File: src/rtl/phase_pkg.sv
// Shared types and codeword constants for the phase-token synchroniser.
package phase_pkg;

  typedef enum logic [1:0] {
    WAIT_DATA = 2'd0,
    SETTLE    = 2'd1,
    WAIT_NULL = 2'd2
  } state_t;

  localparam logic [1:0] DR_NULL    = 2'b00;
  localparam logic [1:0] DR_TRUE    = 2'b10;
  localparam logic [1:0] DR_FALSE   = 2'b01;
  localparam logic [1:0] DR_ILLEGAL = 2'b11;

  typedef logic [1:0] phase_idx_t;

  // Ring order is PH0 -> PH1 -> PH2 -> PH0.
  function automatic phase_idx_t next_phase(input phase_idx_t p);
    return (p == 2'd2) ? 2'd0 : p + 2'd1;
  endfunction

endpackage

File: src/rtl/phase_sync_dr_sync.sv
// Multi-stage synchroniser for one asynchronous 2-bit dual-rail channel.
module dr_sync
  import phase_pkg::*;
#(
  parameter int SYNC_STAGES = 2
) (
  input  logic       clk,
  input  logic       rst,
  input  logic [1:0] din,
  output logic [1:0] dout
);

  logic [1:0] stage [SYNC_STAGES];

  always_ff @(posedge clk) begin
    if (rst) begin
      for (int i = 0; i < SYNC_STAGES; i++) stage[i] <= DR_NULL;
    end else begin
      stage[0] <= din;
      for (int i = 1; i < SYNC_STAGES; i++) stage[i] <= stage[i-1];
    end
  end

  assign dout = stage[SYNC_STAGES-1];

endmodule

File: src/rtl/phase_sync.sv
// Clocked consumer of the self-timed phase ring: synchronises PH0..PH2,
// accepts stable tokens, returns the four-phase ack and flags protocol errors.
module phase_sync
  import phase_pkg::*;
#(
  parameter int SYNC_STAGES   = 2,
  parameter int SETTLE_CYCLES = 2,
  parameter int TIMEOUT       = 255,
  parameter int CNT_W         = 16
) (
  input  logic             clk,
  input  logic             rst,
  input  logic [1:0]       ph0,
  input  logic [1:0]       ph1,
  input  logic [1:0]       ph2,
  output logic             ack,
  output logic [2:0]       ph_onehot,
  output logic             ph_strobe,
  output logic [CNT_W-1:0] phase_cnt,
  output logic             err_illegal,
  output logic             err_order,
  output logic             err_timeout
);

  localparam int SET_W = $clog2(SETTLE_CYCLES + 1);
  localparam int TO_W  = $clog2(TIMEOUT + 1);
  localparam logic [SET_W-1:0] SETTLE_LOAD = SET_W'(SETTLE_CYCLES);
  localparam logic [TO_W-1:0]  TO_MAX      = TO_W'(TIMEOUT);
  localparam logic [TO_W-1:0]  TO_PRE      = TO_W'(TIMEOUT - 1);

  logic [1:0] ch [3];

  dr_sync #(.SYNC_STAGES(SYNC_STAGES)) u_sync0 (.clk(clk), .rst(rst), .din(ph0), .dout(ch[0]));
  dr_sync #(.SYNC_STAGES(SYNC_STAGES)) u_sync1 (.clk(clk), .rst(rst), .din(ph1), .dout(ch[1]));
  dr_sync #(.SYNC_STAGES(SYNC_STAGES)) u_sync2 (.clk(clk), .rst(rst), .din(ph2), .dout(ch[2]));

  logic [5:0]       word;
  logic [2:0]       is_true, is_null, is_bad;
  logic             multi_true, word_illegal, word_data, acc_null;
  phase_idx_t       acc_idx;

  assign word = {ch[2], ch[1], ch[0]};

  always_comb begin
    is_true = '0;
    is_null = '0;
    is_bad  = '0;
    for (int n = 0; n < 3; n++) begin
      is_true[n] = (ch[n] == DR_TRUE);
      is_null[n] = (ch[n] == DR_NULL);
      is_bad[n]  = (ch[n] == DR_ILLEGAL);
    end
  end

  assign multi_true   = (is_true[0] & is_true[1]) | (is_true[0] & is_true[2]) | (is_true[1] & is_true[2]);
  assign word_illegal = (|is_bad) | multi_true;
  assign word_data    = ~(|is_null) & ~word_illegal & (|is_true);
  // Only the channel that carried the accepted token releases the handshake.
  assign acc_null     = |(is_null & ph_onehot);

  always_comb begin
    acc_idx = 2'd0;
    if (is_true[1])      acc_idx = 2'd1;
    else if (is_true[2]) acc_idx = 2'd2;
  end

  state_t           state_q, state_d;
  logic [SET_W-1:0] settle_q, settle_d;
  logic [TO_W-1:0]  tcnt_q, tcnt_d;
  logic [5:0]       cap_word;
  logic             capture, accept, ack_d, timeout_hit;
  phase_idx_t       expect_q;

  always_ff @(posedge clk) begin
    if (rst) begin
      state_q  <= WAIT_DATA;
      settle_q <= '0;
      tcnt_q   <= '0;
      cap_word <= '0;
    end else begin
      state_q  <= state_d;
      settle_q <= settle_d;
      tcnt_q   <= tcnt_d;
      if (capture) cap_word <= word;
    end
  end

  // Null has priority over timeout expiry in WAIT_NULL.
  always_comb begin
    state_d     = state_q;
    settle_d    = settle_q;
    tcnt_d      = tcnt_q;
    ack_d       = ack;
    capture     = 1'b0;
    accept      = 1'b0;
    timeout_hit = 1'b0;
    case (state_q)
      WAIT_DATA: begin
        if (word_data) begin
          state_d  = SETTLE;
          settle_d = SETTLE_LOAD;
          capture  = 1'b1;
        end
      end
      SETTLE: begin
        if (word != cap_word) begin
          state_d = WAIT_DATA;
        end else if (settle_q == SET_W'(1)) begin
          accept  = 1'b1;
          ack_d   = 1'b1;
          tcnt_d  = '0;
          state_d = WAIT_NULL;
        end else begin
          settle_d = settle_q - SET_W'(1);
        end
      end
      WAIT_NULL: begin
        if (acc_null) begin
          ack_d   = 1'b0;
          tcnt_d  = '0;
          state_d = WAIT_DATA;
        end else if (tcnt_q != TO_MAX) begin
          tcnt_d = tcnt_q + TO_W'(1);
          if (tcnt_q == TO_PRE) timeout_hit = 1'b1;
        end
      end
      default: state_d = WAIT_DATA;
    endcase
  end

  always_ff @(posedge clk) begin
    if (rst) begin
      ack         <= 1'b0;
      ph_onehot   <= '0;
      ph_strobe   <= 1'b0;
      phase_cnt   <= '0;
      expect_q    <= 2'd0;
      err_illegal <= 1'b0;
      err_order   <= 1'b0;
      err_timeout <= 1'b0;
    end else begin
      ack       <= ack_d;
      ph_strobe <= accept;
      if (accept) begin
        ph_onehot <= is_true;
        phase_cnt <= phase_cnt + CNT_W'(1);
        if (acc_idx != expect_q) err_order <= 1'b1;
        expect_q  <= next_phase(acc_idx);
      end
      if (word_illegal) err_illegal <= 1'b1;
      if (timeout_hit)  err_timeout <= 1'b1;
    end
  end

endmodule
File: config.mk
export PLATFORM = sky130hd
export DESIGN_NAME = phase_sync
export DESIGN_NICKNAME = d
export VERILOG_FILES = /design/src/rtl/phase_pkg.sv /design/src/rtl/phase_sync_dr_sync.sv /design/src/rtl/phase_sync.sv
export SDC_FILE = /design/constraint.sdc
export NUM_CORES = 1
export LEC_CHECK = 0
export BUFFER_PORTS_ARGS = -buffer_cell sky130_fd_sc_hd__buf_2
export CAP_MARGIN = 10
export CELL_PAD_IN_SITES_DETAIL_PLACEMENT = 0
export CELL_PAD_IN_SITES_GLOBAL_PLACEMENT = 2
export CORE_MARGIN = 2
export CORE_UTILIZATION = 38
export CTS_CLUSTER_SIZE = 16
export DETAILED_ROUTE_END_ITERATION = 16
export GPL_ROUTABILITY_DRIVEN = 0
export PLACE_DENSITY_LB_ADDON = 0.12
export SETUP_SLACK_MARGIN = 0.5
export SYNTH_ARGS = -nofsm -noshare
export SYNTH_HDL_FRONTEND = slang
export SYNTH_SLANG_ARGS = --single-unit
File: constraint.sdc
create_clock -name clk -period 3.7 [get_ports clk]
set_input_delay 0.74 -clock clk [delete_from_list [all_inputs] [get_ports clk]]
set_output_delay 0.74 -clock clk [all_outputs]
set_load 0.1 [all_outputs]
* After elaboration in Yosys (flattened, before gate mapping) *
Memories as Yosys holds them, arrays and structs flattened.
Cells that the tools add are included.

operators by class
  add/subtract/negate cells = 4
  equal/unequal tests = 21
  multiplexer cells = 39
  bitwise operators = 17
  reductions and logical operators = 15

operator list
  kind                                                                    number
  2-bit 2-to-1 mux                                                        16
  8-bit 2-to-1 mux                                                        4
  16-bit by 1-bit adder with 16-bit output (second input constant)        1
  2-bit equality test (second input constant)                             8
  8-bit one-hot mux with 2 select lines                                   1
  1-bit 2-to-1 mux                                                        15
  4-bit AND reduction                                                     3
  3-bit OR reduction                                                      4
  2-bit inequality test (second input constant)                           5
  1-bit OR                                                                9
  8-bit by 1-bit adder with 8-bit output (second input constant)          1
  8-bit equality test (second input constant)                             1
  2-bit zero test                                                         4
  8-bit inequality test (second input constant)                           1
  3-bit inequality test (second input constant)                           2
  6-bit inequality test                                                   1
  2-bit one-hot mux with 3 select lines                                   1
  1-bit bitwise AND                                                       5
  2-bit by 1-bit equality test with 1-bit output (second input constant)  2
  2-bit one-hot mux with 2 select lines                                   1
  2-bit nonzero test                                                      2
  3-bit bitwise AND                                                       1
  3-bit AND reduction                                                     1
  2-bit by 1-bit adder with 2-bit output (second input constant)          1
  other kinds (5)                                                         6

word-level totals
  flip-flop bits (word level) = 44
  RAM bits = 12
  bits of input ports = 8
  word-level logic and storage cells = 111
  memories kept = 3

memory list
  name           depth  bits a word  read ports  clocked after memory_dff  wr ports  line                      RTL
  u_sync0.stage  2      2            2           0                         2         phase_sync_dr_sync.sv:13  logic [1:0] stage [SYNC_STAGES];
  u_sync1.stage  2      2            2           0                         2         phase_sync_dr_sync.sv:13
  u_sync2.stage  2      2            2           0                         2         phase_sync_dr_sync.sv:13

* Depth between registers and ports, before layout *
  depth in word-level cells = 10
  mapped depth = 8
  gate-level depth less buffers = 6

* Hierarchy *
A second synthesis with hierarchy kept.

unflattened totals
  cell total of the unflattened synthesis = 276
  area, all modules = 2486.1 um2

modules (own cells, without submodules)
  module      instances  cells each  area an instance (um2)  sequential area each (um2)
  phase_sync  1          246         2125.8                  860.8
  dr_sync     3          10          120.1                   80.1

* Least setup slack after synthesis *
No wires, ideal clock.

  path type = reg-to-reg
  start = register ph_onehot[0]
  end = register tcnt_q[1]
  data arrival time = 2.365 ns
  path slack = 1.265 ns
  stages on the path, launching flop included = 7
  buffers on the path = 1
  cell sequence = dfxtp_1 > nor3b_2 > a2111oi_4 > and3_1 > buf_2 > or4_1 > a21oi_1

between the ends
  cells in the longest elaborated chain, start to end = 4
  elaborated cells between the ends (all ways) = 6
  those cells by class = eq/ne (1); mux (2); bitwise (1); reduce/logical (2)

ends and longest elaborated chain
  what                                                                                           line               RTL
  start, declared                                                                                phase_sync.sv:17   output logic [2:0] ph_onehot,
  start signal, assigned                                                                         phase_sync.sv:145  ph_onehot <= is_true;
  3-bit bitwise AND (*)                                                                          phase_sync.sv:59   assign acc_null = |(is_null & ph_onehot);
  3-bit OR reduction (*)                                                                         phase_sync.sv:59
  3-bit inequality test (no source line) or 8-bit 2-to-1 mux (tied branches)                     n/a
  4-bit AND reduction (no source line) or 8-bit one-hot mux with 2 select lines (tied branches)  n/a
  end signal, assigned                                                                           phase_sync.sv:83   tcnt_q <= tcnt_d;
  end, declared                                                                                  phase_sync.sv:69   logic [TO_W-1:0] tcnt_q, tcnt_d;

Mark *: on every way between the ends. The rest lies on a longest branch, timed or not.
A chain may end at the register's enable or synchronous reset.

==> results_dict.tcl <==
set metrics [dict create \
    post-route-period-util_pct 58.8 \
    reg2reg_slack_ns 1.52 \
    cts_sinks 55 \
    min_delay_worst_endpoint "err_order" \
    crit_chain "xor2_2 -> nor4_4 -> buf_4 -> a21boi_2 -> or4_1 -> a21oi_1" \
    post_cts.resized_instances 0 \
    syn_area_um2 2490 \
    min_from "err_order" \
    synthesized_netlist_cell_count 275 \
    hold_buffer_count_at_cts 0 \
    synthesis.yosys.warnings 0 \
    endpoint_kind "flop" \
    core-area_um2 6350 \
    cts_tree "yes" \
    share_clk_of_total_power_pct 38.3 \
    tightest_slew_ns 0.643 \
    final_hold_viol_count 0 \
    antenna_violating_nets_post_route 0 \
    clock_latency_ns 0.31 \
    route.detailed.drc 0 \
    num-nets-final 313 \
    clkTransAtPathRegs_ns 0.10 \
    r2r-start "u_sync2.stage[0][2]" \
    asr_flop_ratio_synth_pct 0 \
    design.portCount 32 \
    power_frac_comb_pct 4.3 \
    detail_route.vias_per_cell 5.28 \
    syn_nets 287 \
    post-cts-setup-buffers 0 \
    critical_path_arrival_ns 2.41 \
    groute.usage.overall_pct 14.6 \
    n_antenna_cell 0 \
    crit_path_start "u_sync2.stage[0][2]" \
    netsw_uw 237 \
    p_seq_share_pct 57.4 \
    synthToLayoutAreaGrowth_pct 11.9 \
    fin_worst_skew_ns 0.00740 \
    grt_setup_unrepaired "false" \
    row_count 29 \
    die_x_um 85.0 \
    power_density_nw_per_um2 379 \
    synth-edff-count 0 \
    run_status "completed" \
    layout.cells.most_common "sky130_fd_sc_hd__dfxtp_1" \
    timing_worst_setup_path_type "reg2reg" \
    timing.critical_path.fanout_max 17 \
    reg2reg_depth 6 \
    cts_max_level 2 \
    cp_data_required_time_ns 3.94 \
    synth-seq-area-share_pct 44.2 \
    grt_start_max_net_pins 27 \
    ys.flop_type "sky130_fd_sc_hd__dfxtp_1" \
    ir_drop_mv 0.178 \
    mostFrequentLayoutCells "sky130_fd_sc_hd__dfxtp_1, sky130_fd_sc_hd__a21oi_1, sky130_fd_sc_hd__buf_2" \
    post_dp_cell_area_um2 2670 \
    wire_length_of_the_first_global_routing_pass_um 8620 \
    first_iter_violations 68 \
    cp_slowest_stage_delay_ns 0.55 \
    drt_first_pass_iters 4 \
    synth_cell_types 43 \
    power.share.switching_pct 22.4 \
    total_power_uw 1060 \
    drt_wl_total_um 4910 \
    final_cell_area_um2 2790 \
    finalSetupViolations 0 \
    worst_setup_path_start_kind "flop" \
    cts-root-buf "sky130_fd_sc_hd__clkbuf_8" \
    r2r_end "tcnt_q[5]" \
    synthesis.area_per_instance_um2 9.06 \
    max-slew-margin-rel_pct 56.9 \
    grt_pass1_vias 1824 \
    drive_gt1_share_pct 17.5 \
    portBuffers 31 \
    dr_wl_cell_um 12.9 \
    cts-buffers-inserted 5 \
    globalRoute.totalOverflow 0 \
    via_count 2001 \
    synth_top_cell_by_area "sky130_fd_sc_hd__dfxtp_1" \
    initial_core_util_pct 39.3 \
    count_of_state_elements_after_synthesis 55 \
    synth_top_cell_area_share_pct 44.2 \
    slew_violations 0 \
    fin_worst_hold_slack_ns 0.445 \
    holdPathStages 2 \
    post_synth_main_area_contributors "sky130_fd_sc_hd__dfxtp_1, sky130_fd_sc_hd__a21oi_1, sky130_fd_sc_hd__nor2b_1" \
    power_leakage_uw 0.00101 \
    fmax_ghz 0.460 \
    tns_ns 0 \
    die_area_um2 7220 \
    final.min_clock_period_ns 2.18 \
    post-dp-hpwl_um 3470 \
    cts_buffer_depth 2 \
    max_cap_violations 0 \
    power.internal_uw 819 \
    cpMaxStageDelayCell "sky130_fd_sc_hd__or4_1" \
    chipHeight_um 85.0 \
    hold_class "reg2reg" \
    antenna_found_initial 0 \
]
## kinds of logic (layout without fill, tap and decap cells)
logic type,count (synthesis),after routing,share of synthesized area (%)
and+or+nand+nor,113,113,26.5
AOI/OAI and AO/OA,69,69,18.6
DFF,55,55,44.2
buffers and inverters,24,51,4.92
xor gates and xnor gates,10,10,3.82
adders and majority gates,4,4,2.01
## sequential cells by signal, summed over array words and instances, names as in the netlist, 2 cells and up
register       count
settle_q           2
cap_word           6
phase_cnt         16
state_q            2
ph_onehot          3
tcnt_q             8
u_sync0.stage      4
u_sync1.stage      4
u_sync2.stage      4
## synthesized netlist by cell type, drive strengths merged (2+ instances only)
master	count
dfxtp	55
a21oi	31
nand2	22
nor2	17
nor2b	16
nand3	14
o21ai	14
or3	13
inv	10
buf	9
nand4	7
a211oi	6
or4	6
and3	5
clkbuf	5
o31ai	5
xnor2	5
xor2	5
ha	4
nor3	4
a2111o	2
a2111oi	2
nand2b	2
nor3b	2
o22ai	2
## critical path: cells and delay by family (launching register included)
| kind | cells | cell delay, ns |
|---|---|---|
| AO/OA/AOI/OAI | 2 | 0.35 |
| flip-flops | 1 | 0.54 |
| buffers and inverters | 1 | 0.25 |
| AND/OR/NAND/NOR | 2 | 0.82 |
| XOR/XNOR | 1 | 0.14 |
## power groups by stage
stage	sequential [uW]	clock (uW)	combinational [uW]
2_1_floorplan	617	0	39.9
3_3_place_gp	620	0	46.4
3_5_place_dp	620	0	46.8
4_1_cts	606	422	46.9
5_1_grt	608	450	51.0
6_report	606	404	45.9
## worst max-delay path by stage
| stage | endpoint | slack [ns] | depth (start not counted) |
|---|---|---|---|
| floorplan | tcnt_q[1] | 1.26 | 6 |
| global placement | tcnt_q[1] | 1.57 | 6 |
| finish | tcnt_q[5] | 1.52 | 6 |
| global route | tcnt_q[5] | 1.28 | 6 |
| detailed placement | tcnt_q[3] | 1.53 | 6 |
| CTS | tcnt_q[3] | 1.49 | 6 |
## stage by stage
step / instances / util, % / worst slack, ns
after floorplan: 275 / - / 1.26
after global placement: 371 / 42.1 / 1.57
after detailed placement: 371 / 42.1 / 1.53
after CTS: 379 / 43.9 / 1.49
after global routing: 379 / 43.9 / 1.28
final: 379 / 43.9 / 1.52
## layout make-up
cell class,count,area [um2]
sequential,55,1100
clock inverter,3,46.3
clock buffer,5,68.8
multi-input combinational,196,1270
inverter,10,37.5
fill,665,3560
tap,77,96.3
timing repair buffer,33,170
## per-layer routing
metal	vias up	part of all wire [%]	GRT usage, %
li1	1038	-	-
met1	923	50	20.2
met2	32	45	23.0
met3	8	3.3	3.21
met4	0	1.3	4.33
met5	-	0	0
(Power assumes the default switching activity.)
